<file path="src/rtl/ddr_in_deser.sv">
// ddr_in_deser: receive-side DDR deserializer for the iCE40UP input path.
// Hunts for a sync byte in the rising/falling bit pair stream, then
// assembles MSB-first bytes into a small first-word-fall-through FIFO.
// Optional feature macro: DDR_DESER_BITSLIP_EN (adds odd-offset alignment).
module ddr_in_deser #(
  parameter logic [7:0] SYNC  = 8'hB8,
  parameter int         DEPTH = 4
) (
  input  logic       CLK,
  input  logic       RST_N,
  input  logic       EN,
  input  logic       DI0,
  input  logic       DI1,
  output logic [7:0] OUT_DATA,
  output logic       OUT_VALID,
  input  logic       OUT_READY,
  output logic       LOCKED,
  output logic       OVF,
  input  logic       OVF_CLR
);

  localparam int AW = $clog2(DEPTH);
  localparam logic [AW:0] PTR_ONE = {{AW{1'b0}}, 1'b1};

  // Only the most recent bits that can feed a candidate window are kept.
`ifdef DDR_DESER_BITSLIP_EN
  localparam int WIN_W = 7;
`else
  localparam int WIN_W = 6;
`endif

  typedef enum logic {HUNT, LOCK} state_t;

  state_t             state, state_next;
  logic [WIN_W-1:0]   win;
  logic [1:0]         bitcnt;
  logic [5:0]         shreg;
  logic [7:0]         w_even;
  logic [1:0]         shift_in;
  logic [7:0]         byte_next;
  logic               push;
  logic               pop;
  logic               full;
  logic               push_ok;
  logic               ovf_set;
  logic [AW:0]        wr_ptr, rd_ptr;
  logic [7:0]         mem [DEPTH];

`ifdef DDR_DESER_BITSLIP_EN
  logic [7:0] w_odd;
  logic       odd_hit;
  logic       phase_odd;
  logic       hold;
  assign w_odd    = {win, DI0};
  assign shift_in = phase_odd ? {hold, DI0} : {DI0, DI1};
`else
  assign shift_in = {DI0, DI1};
`endif

  assign w_even    = {win[5:0], DI0, DI1};
  assign byte_next = {shreg, shift_in};
  assign LOCKED    = (state == LOCK);
  assign push      = EN && (state == LOCK) && (bitcnt == 2'd3);

  // Alignment search: even offset first, odd offset only when bitslip is built.
  always_comb begin
    state_next = state;
`ifdef DDR_DESER_BITSLIP_EN
    odd_hit = 1'b0;
`endif
    if (!EN) begin
      state_next = HUNT;
    end else if (state == HUNT) begin
      if (w_even == SYNC) begin
        state_next = LOCK;
      end
`ifdef DDR_DESER_BITSLIP_EN
      else if (w_odd == SYNC) begin
        state_next = LOCK;
        odd_hit    = 1'b1;
      end
`endif
    end
  end

  // State, bit history and byte assembler; EN low returns everything to hunt.
  always_ff @(posedge CLK or negedge RST_N) begin
    if (!RST_N) begin
      state  <= HUNT;
      win    <= '0;
      bitcnt <= 2'd0;
      shreg  <= '0;
`ifdef DDR_DESER_BITSLIP_EN
      phase_odd <= 1'b0;
      hold      <= 1'b0;
`endif
    end else begin
      state <= state_next;
      if (!EN) begin
        win    <= '0;
        bitcnt <= 2'd0;
      end else begin
        win <= {win[WIN_W-3:0], DI0, DI1};
        if (state == HUNT) begin
          bitcnt <= 2'd0;
`ifdef DDR_DESER_BITSLIP_EN
          phase_odd <= odd_hit;
`endif
        end else begin
          bitcnt <= bitcnt + 2'd1;
          shreg  <= byte_next[5:0];
        end
`ifdef DDR_DESER_BITSLIP_EN
        hold <= DI1;
`endif
      end
    end
  end

  assign OUT_VALID = (wr_ptr != rd_ptr);
  assign OUT_DATA  = OUT_VALID ? mem[rd_ptr[AW-1:0]] : 8'h00;
  assign pop       = OUT_VALID && OUT_READY;
  assign full      = (wr_ptr[AW] != rd_ptr[AW]) &&
                     (wr_ptr[AW-1:0] == rd_ptr[AW-1:0]);
  assign push_ok   = push && (!full || pop);
  assign ovf_set   = push && full && !pop;

  // FIFO pointers and sticky overflow; a new overflow beats a clear.
  always_ff @(posedge CLK or negedge RST_N) begin
    if (!RST_N) begin
      wr_ptr <= '0;
      rd_ptr <= '0;
      OVF    <= 1'b0;
    end else begin
      if (!EN) begin
        wr_ptr <= '0;
        rd_ptr <= '0;
      end else begin
        if (push_ok) wr_ptr <= wr_ptr + PTR_ONE;
        if (pop)     rd_ptr <= rd_ptr + PTR_ONE;
      end
      if (ovf_set)      OVF <= 1'b1;
      else if (OVF_CLR) OVF <= 1'b0;
    end
  end

  // FIFO storage; unread slots are masked at the output so no reset is needed.
  always_ff @(posedge CLK) begin
    if (push_ok) mem[wr_ptr[AW-1:0]] <= byte_next;
  end

endmodule

</file>
<file path="config.mk">
export PLATFORM = sky130hd
export DESIGN_NAME = ddr_in_deser
export DESIGN_NICKNAME = d
export VERILOG_FILES = /design/src/rtl/ddr_in_deser.sv
export SDC_FILE = /design/constraint.sdc
export NUM_CORES = 1
export LEC_CHECK = 0
export BUFFER_PORTS_ARGS = -buffer_cell sky130_fd_sc_hd__buf_2
export CORE_ASPECT_RATIO = 1.25
export CORE_MARGIN = 2
export CORE_UTILIZATION = 58
export DETAILED_ROUTE_END_ITERATION = 6
export GPL_ROUTABILITY_DRIVEN = 0
export HOLD_SLACK_MARGIN = 0.03
export PLACE_DENSITY = 0.8
export SKIP_CTS_REPAIR_TIMING = 1
export SYNTH_ARGS = -nofsm -noshare
export SYNTH_HDL_FRONTEND = slang
export SYNTH_SLANG_ARGS = --single-unit
</file>
<file path="constraint.sdc">
create_clock -name CLK -period 2.1 [get_ports CLK]
set_clock_uncertainty 0.15 [all_clocks]
set_input_delay 0.42 -clock CLK [delete_from_list [all_inputs] [get_ports CLK]]
set_output_delay 0.42 -clock CLK [all_outputs]
set_load 0.01 [all_outputs]
</file>
==> results.md, run 1 <==
- Syn-to-layout area delta: 15.9%
- Drt first pass iters: 4
- Syn. warnings: 0
- Core area: 0.00375 mm²
- DRT antenna net count: 0
- Cells after Synth: 139
- Starting DRT DRC Count: 52
- Status: complete, but fails checks
- CTS tree: done
- Initial core utilization: 60.0%
- Ys async rst share: 40.7%
- Post-Syn Area: 0.00225 mm²
- I/O Buffers: 17
- First-pass GRT wire length: 5920 µm
- Filler instances: 265
- Nets@finish: 183
- CTS Sinks: 54
- Library cells used by synthesis: 30
- Flops & latches, synth: 54
- CP startpoint kind: flop
- Post-route clock period utilization: 108%
- Slew @ Worst Pin: 0.493 ns
- Required time of the critical path: 1.53 ns
- CP max stage delay: 0.50 ns
- Fin worst setup slack: -0.160 ns
- Average wire per standard cell: 18.3 µm
- HPWL Detailed: 2540 µm
- Seq/Total Area, Yosys: 67.1%
- Max-capacitance violation count: 0
- Synth Net Count: 152
- Failing checks: negative setup slack
- Most used DFF post-synth: edfxtp_1
- Final instance area: 0.00261 mm²
- DR vias: 1227
- Initial antenna violation count: 0
- Worst Setup End Kind: output pin
- Clock root cell: clkbuf_8
- Fraction of layout cells with a size suffix above 1: 33.3%
- Mean Syn Cell Area: 16.2 µm²
- F_max: 442 MHz
- Static leakage: 1.10 nW
- IO Pins: 18
- Final wirelength: 3850 µm
- Placed Instance Area: 0.00245 mm²
- Largest net degree at the start of global routing: 23
- Final core occ: 69.6%
- WS Path Type: flop to output pin
- RSZ-0062 raised after global routing: true
- Vias in the first global route: 1226
- Slew Limit Fails: 0
- CP cell instances: buf_12 > mux4_2 > and2b_1 > buf_2
- Total grt overflow: 0
- Slowest stage cell, crit path: mux4_2
- Chip Height: 73.7 µm
- CTS Buffer Depth: 2
- Placement Setup Slack: 0.0679 ns
- Fin. Hold Viols: 0
- Worst-path clk slew: 0.09 ns
- Vias/cell: 5.82
- Row count: 25
- DIE AREA: 0.00440 mm²
- Number of flops mapped to enable cells by yosys: 32
- Endpoints failing setup: 9
- Power Density: 675 mW/mm²
- Die width: 59.8 µm
- Max Fanout on Critical Path: 6
- Total Routing Usage GR: 19.3%
- Minimum clock period: 2.26 ns
- Maximum vdd drop: 0.582 mV
- TritonCTS Buffers: 5
- Critical path arrival: 1.69 ns
- Clk Latency, worst-skew pair: 0.31 ns
- Max_slew headroom: 67.2%
- Drt drc: 0
- Worst Hold Class: primary input to flop
- H-tree depth: 2
- Antenna fix cells: 0
==> synth_stat cells, types with 2 or more instances <==
cell      count  area [µm²]
and2_1        9        56.3
clkbuf_1      2        7.51
ha_1          6        75.1
mux2i_1       5        50.1
nor2_1        2        7.51
nand2_1       8        30.0
nand4_1       3        18.8
inv_1         8        30.0
and2b_1       4        30.0
nor2b_1       4        25.0
buf_2         2        10.0
edfxtp_1     32         961
dfrtp_1      22         551
xnor2_1       2        17.5
a31oi_1       2        12.5
mux4_2        8         180
mux2_2        6        67.6
and3_1        2        12.5
==> layout by cell type, fill, tap and decap left out, drive strengths merged <==
cell type	synthesis	routed
a41oi	1	1
xor2	1	1
and3	2	2
mux2i	5	5
o22ai	1	1
nand3	1	1
buf	3	27
nand2b	1	1
mux4	8	8
inv	8	9
nand4	3	3
a31oi	2	2
a41o	1	1
a311o	1	1
and2b	4	4
clkbuf	2	7
edfxtp	32	32
dlygate4sd3	0	1
nor2	2	2
mux2	6	6
nor4bb	1	1
o211a	1	1
xnor2	3	3
nand2	8	8
and2	9	9
clkinvlp	0	1
ha	6	6
dfrtp	22	22
nor2b	4	4
nand4b	1	1
==> sequential cells by signal, summed over array words and instances, names as in the netlist <==
name    count
shreg       6
LOCKED      1
bitcnt      2
OVF         1
rd_ptr      3
mem        32
win         6
wr_ptr      3
==> routing by layer <==
metal | vias to the layer above | part of all wire, % | global-route usage, %
li1 | 568 | - | -
met1 | 616 | 40 | 22.6
met2 | 37 | 53 | 32.0
met3 | 6 | 5.2 | 6.51
met4 | 0 | 1.2 | 8.15
met5 | - | 0 | 0
==> power by group <==
part | internal [mW] | total, mW | switching (mW)
clock network | 0.272 | 0.607 | 0.335
registers | 1.12 | 1.12 | 0.00181
logic | 0.0108 | 0.0320 | 0.0213
total | 1.40 | 1.76 | 0.358
==> critical path: cells and delay by family (launching register included) <==
kind | cells | cell delay (ns)
AND/OR/NAND/NOR | 1 | 0.17
multiplexers | 1 | 0.50
buffers and inverters | 2 | 0.27
flip-flops | 1 | 0.44
==> final cells by class <==
type	count	area, µm²	area share [%]
flip-flops and latches	54	1520	58.0
multi-input cells	72	703	26.9
repair buffers	29	214	8.19
clock buffers	6	82.6	3.16
well taps	40	50.0	1.92
inverters	8	30.0	1.15
clock inverters	2	16.3	0.623
==> cell families (layout without fill, tap and decap cells) <==
kind of cell,after synthesis,in the layout,synth area share (%)
AOI/OAI and AO/OA,7,7,2.55
xor gates and xnor gates,4,4,1.89
adders and majority gates,6,6,3.33
buffers and inverters,13,45,2.61
DFF,54,54,67.1
muxes,19,19,13.2
and+or+nand+nor,36,36,9.33
==> path summary, 6_finish.rpt <==
| kind | start | to | slack, ns | cells past startpoint |
|---|---|---|---|---|
| max | rd_ptr[0]$_DFFE_PN0P_ | OUT_DATA[0] | -0.16 | 4 |
| min | OVF_CLR | OVF$_DFFE_PN0P_ | 0.16 | 2 |
| max reg2reg | rd_ptr[2]$_DFFE_PN0P_ | mem[2][6]$_DFFE_PP_ | 0.12 | 3 |
| min reg2reg | bitcnt[0]$_DFF_PN0_ | bitcnt[0]$_DFF_PN0_ | 0.29 | 1 |
| max in group asynchronous | RST_N | rd_ptr[2]$_DFFE_PN0P_ | 1.00 | 2 |
| min in group asynchronous | RST_N | wr_ptr[1]$_DFFE_PN0P_ | 0.44 | 2 |
==> stage by stage <==
step           hold slack (ns)  setup TNS (ns)  power [mW]  instances
2_1_floorplan          -0.0256               0        1.16        139
6_report                 0.159           -1.20        1.76        211
5_1_grt                  0.154           -1.85        1.81        211
3_5_place_dp             0.257               0        1.18        201
4_1_cts                -0.0830           -2.33        1.77        209
3_3_place_gp             0.253               0        1.17        201
No activity file was read; power rests on OpenSTA's default activity.
==> run 2: changes to the inputs <==
==> constraint.sdc (replaced) <==
create_clock -name CLK -period 2.3 [get_ports CLK]
set_clock_uncertainty 0.15 [all_clocks]
set_input_delay 0.46 -clock CLK [delete_from_list [all_inputs] [get_ports CLK]]
set_output_delay 0.46 -clock CLK [all_outputs]
set_load 0.01 [all_outputs]
==> results.md, run 2 (synthesized netlist as in run 1, its figures left out) <==
- Comb power frac: 1.9%
- Minimum clock period: 2.29 ns
- Static leakage: 1.06 nW
- Syn-to-layout area delta: 12.7%
- F_max: 437 MHz
- First-pass GRT wire length: 5950 µm
- Worst Setup End Kind: output pin
- Initial core utilization: 60.0%
- CP bufs+invs: 2
- Chip Height: 73.7 µm
- HPWL Detailed: 2550 µm
- Max Fanout on Critical Path: 8
- WS Path Type: flop to output pin
- IO Pins: 18
- Vias in the first global route: 1190
- Slew @ Worst Pin: 0.513 ns
- Fin. Hold Viols: 0
- Largest net degree at the start of global routing: 23
- Endpoints failing setup: 0
- Commonest cells after routing, fill and taps aside: edfxtp_1, dfrtp_1, buf_2
- Critical path arrival: 1.68 ns
- Worst Hold Class: primary input to flop
- CP max stage delay: 0.49 ns
- Number of flip-flops in the largest register: 32
- Final wirelength: 3680 µm
- Placement Setup Slack: 0.174 ns
- Max-capacitance violation count: 0
- Maximum vdd drop: 0.461 mV
- CTS tree: done
- Power share of the sequential group: 65.9%
- Int Power: 1.25 mW
- Average wire per standard cell: 17.9 µm
- Nets@finish: 178
- Total Routing Usage GR: 19.7%
- Fin worst setup slack: 0.0136 ns
- Die width: 59.8 µm
- Overall power: 1.56 mW
- Filler instances: 268
- H-tree depth: 2
- Switching share of power: 19.8%
- Final core occ: 67.7%
- CTS Sinks: 54
- Clk Latency, worst-skew pair: 0.30 ns
- Clock root cell: clkbuf_8
- Placed Instance Area: 0.00241 mm²
- Power Density: 613 mW/mm²
- Worst R2R Setup Slack: 0.25 ns
- Drt first pass iters: 4
- Max_slew headroom: 65.8%
- TritonCTS Buffers: 5
- DIE AREA: 0.00440 mm²
- Final instance area: 0.00254 mm²
- Starting DRT DRC Count: 10
- DRT antenna net count: 0
- Required time of the critical path: 1.69 ns
- Clock power share: 32.3%
- Worst-path clk slew: 0.09 ns
- RSZ-0062 raised after global routing: true
- Core area: 0.00375 mm²
- Drt drc: 0
- Crit-path leading delay family: multiplexers
- Vias/cell: 5.82
- CP cell instances: buf_12 > mux4_2 > and2b_1 > buf_2
- CTS Buffer Depth: 2
- Antenna fix cells: 0
- Slew Limit Fails: 0
- Slowest stage cell, crit path: mux4_2
- Status: finished clean
- Row count: 25
- Initial antenna violation count: 0
- Post-route clock period utilization: 99.4%
- I/O Buffers: 17
- Sw power: 0.308 mW
- Fraction of layout cells with a size suffix above 1: 29.5%
- DR vias: 1199
- CP startpoint kind: flop
- Total grt overflow: 0
- Commonest non-fill, non-tap cell in the layout: edfxtp_1
run 2: layout make-up:
class	count	area, µm²	area share, %
clock inverters	2	13.8	0.542
multi-input cells	72	707	27.8
inverters	8	30.0	1.18
clock buffers	6	72.6	2.86
well taps	40	50.0	1.97
flip-flops and latches	54	1510	59.6
repair buffers	24	153	6.01
run 2: power by group through the flow:
stage	registers [mW]	logic (mW)	clock network [mW]
floorplan	1.05	0.00955	0
finish	1.03	0.0291	0.502
global placement	1.05	0.0269	0
global route	1.03	0.0338	0.550
detailed placement	1.05	0.0286	0
CTS	1.03	0.0285	0.518
run 2: metrics by stage:
stage / hold WS, ns / cells / setup TNS [ns]
floorplan: 0.0144 / 139 / 0
global placement: 0.273 / 196 / 0
detailed placement: 0.288 / 196 / 0
CTS: -0.0374 / 204 / -1.02
global route: 0.221 / 206 / -0.300
finish: 0.216 / 206 / 0
run 2: worst paths after layout:
path,start,end,cells past startpoint
min in group asynchronous,RST_N,shreg[2]$_DFFE_PN0P_,2
worst max register to register,wr_ptr[0]$_DFFE_PN0P_,mem[1][6]$_DFFE_PP_,4
max in group asynchronous,RST_N,rd_ptr[0]$_DFFE_PN0P_,2
worst max-delay path,rd_ptr[0]$_DFFE_PN0P_,OUT_DATA[0],4
worst min-delay path,OVF_CLR,OVF$_DFFE_PN0P_,2
worst min register to register,bitcnt[0]$_DFF_PN0_,bitcnt[0]$_DFF_PN0_,1
run 2: per-layer routing:
| metal | track usage [%] | vias up | routed length (µm) |
|---|---|---|---|
| met5 | 0 | - | 0 |
| met4 | 9.14 | 0 | 76 |
| met3 | 5.46 | 6 | 139 |
| met2 | 33.1 | 29 | 2010 |
| met1 | 23.1 | 602 | 1450 |
| li1 | - | 562 | - |
run 2: worst reg2reg max path, delay by kind of cell (launching register included):
kind	cells	cell delay, ns
AND/OR/NAND/NOR	1	0.45
AO/OA/AOI/OAI	1	0.30
XOR/XNOR	1	0.18
buffers and inverters	1	0.16
flip-flops	1	0.46
==> run 3: changes to the inputs <==
==> constraint.sdc (replaced) <==
create_clock -name CLK -period 2.2 [get_ports CLK]
set_clock_uncertainty 0.15 [all_clocks]
set_input_delay 0.44 -clock CLK [delete_from_list [all_inputs] [get_ports CLK]]
set_output_delay 0.44 -clock CLK [all_outputs]
set_load 0.01 [all_outputs]
==> results.md, run 3 (synthesized netlist as in run 1, its figures left out) <==
- Failing checks: negative setup slack
- Clk Latency, worst-skew pair: 0.31 ns
- Worst Reg-to-Reg Cells: 5
- Static leakage: 1.07 nW
- Vias in the first global route: 1238
- CP bufs+invs: 2
- Post-route clock period utilization: 103%
- CP cell instances: buf_12 > mux4_2 > and2b_1 > buf_2
- RSZ-0062 raised after global routing: true
- Filler instances: 287
- Status: complete, but fails checks
- Worst R2R Start: wr_ptr[0]$_DFFE_PN0P_
- Die width: 59.8 µm
- CTS Sinks: 54
- Total grt overflow: 0
- Commonest non-fill, non-tap cell in the layout: edfxtp_1
- Crit-path leading delay family: multiplexers
- FF+latch area: 0.00151 mm²
- Drt first pass iters: 4
- Worst-path clk slew: 0.09 ns
- Worst R2R Setup Slack: 0.25 ns
- CTS Buffer Depth: 2
- TritonCTS Buffers: 5
- Fraction of layout cells with a size suffix above 1: 30.8%
- Average wire per standard cell: 17.5 µm
- Endpoints failing setup: 8
- CP startpoint kind: flop
- H-tree depth: 2
- Nets@finish: 181
- Final wirelength: 3650 µm
- Hold Path Sink: OVF$_DFFE_PN0P_
- F_max: 439 MHz
- Worst r2r dst: mem[0][2]$_DFFE_PP_
- Required time of the critical path: 1.61 ns
- Fin worst setup slack: -0.0755 ns
- Antenna fix cells: 0
- Syn-to-layout area delta: 13.5%
- Vias/cell: 5.71
- Worst Setup End Kind: output pin
- Slew Limit Fails: 0
- WS Path Type: flop to output pin
- Critical path arrival: 1.69 ns
- Clock root cell: clkbuf_8
- First-pass GRT wire length: 6000 µm
- Final instance area: 0.00256 mm²
- DIE AREA: 0.00440 mm²
- Fin. Hold Viols: 0
- Core area: 0.00375 mm²
- HPWL Detailed: 2550 µm
- Max Fanout on Critical Path: 9
- Total Routing Usage GR: 19.5%
- Commonest cells after routing, fill and taps aside: edfxtp_1, dfrtp_1, buf_2
- Placed Instance Area: 0.00244 mm²
- Number of flip-flops in the largest register: 32
- Initial antenna violation count: 0
- Power Density: 648 mW/mm²
- Chip Height: 73.7 µm
- Slowest stage cell, crit path: mux4_2
- Min-Delay Startpoint: OVF_CLR
- Final core occ: 68.1%
- Placed Instances: 200
- Hold_ws: 0.169 ns
- Starting DRT DRC Count: 34
- Largest net degree at the start of global routing: 23
- I/O Buffers: 17
- Initial core utilization: 60.0%
- Setup_tns: -0.455 ns
- IO Pins: 18
- Area of the multi-input gates: 696 µm²
- DR vias: 1193
- Crit. Startpoint: rd_ptr[0]$_DFFE_PN0P_
- Slew @ Worst Pin: 0.504 ns
- Max-capacitance violation count: 0
- Minimum clock period: 2.28 ns
- CTS tree: done
- WHS Path Cells: 2
- Maximum vdd drop: 0.662 mV
- Placement Setup Slack: 0.117 ns
- CP max stage delay: 0.50 ns
- Row count: 25
- DRT antenna net count: 0
- Non-Filler Instances: 209
- Worst Hold Class: primary input to flop
- Overall power: 1.66 mW
- Drt drc: 0
- Max_slew headroom: 66.4%
==> run 3: power by group <==
group	switching, mW	leakage [nW]	internal (mW)
combinational	0.0202	0.441	0.0101
sequential	0.00166	0.587	1.07
clock	0.327	0.0447	0.230
==> run 3: final cells by class <==
class	instances	share of cell area, %
Clock buffer	5	2.69
Multi-Input combinational cell	72	27.2
Clock inverter	3	0.978
Sequential cell	54	59.1
Inverter	8	1.17
Tap cell	40	1.96
Timing Repair Buffer	27	6.85
==> run 3: worst reg2reg max path: cells and delay by family (launching register included) <==
kind                   cells  cell delay, ns
buffers and inverters      2            0.35
AND/OR/NAND/NOR            1            0.18
XOR/XNOR                   1            0.19
flip-flops                 1            0.46
AO/OA/AOI/OAI              1            0.34
==> run 3: worst max path at each step <==
stage	end	slack, ns	cells after the start
final	OUT_DATA[0]	-0.08	4
after global routing	OUT_DATA[4]	-0.16	4
after CTS	OUT_DATA[4]	-0.24	4
after detailed placement	OUT_DATA[4]	0.12	4
after global placement	OUT_DATA[0]	0.20	4
after floorplan	OUT_DATA[0]	0.28	3
==> run 3: per-layer routing <==
layer	track usage [%]	share of wire, %
met1	22.8	41
met2	33.8	54
met3	4.75	3.1
met4	7.90	1.8
met5	0	0
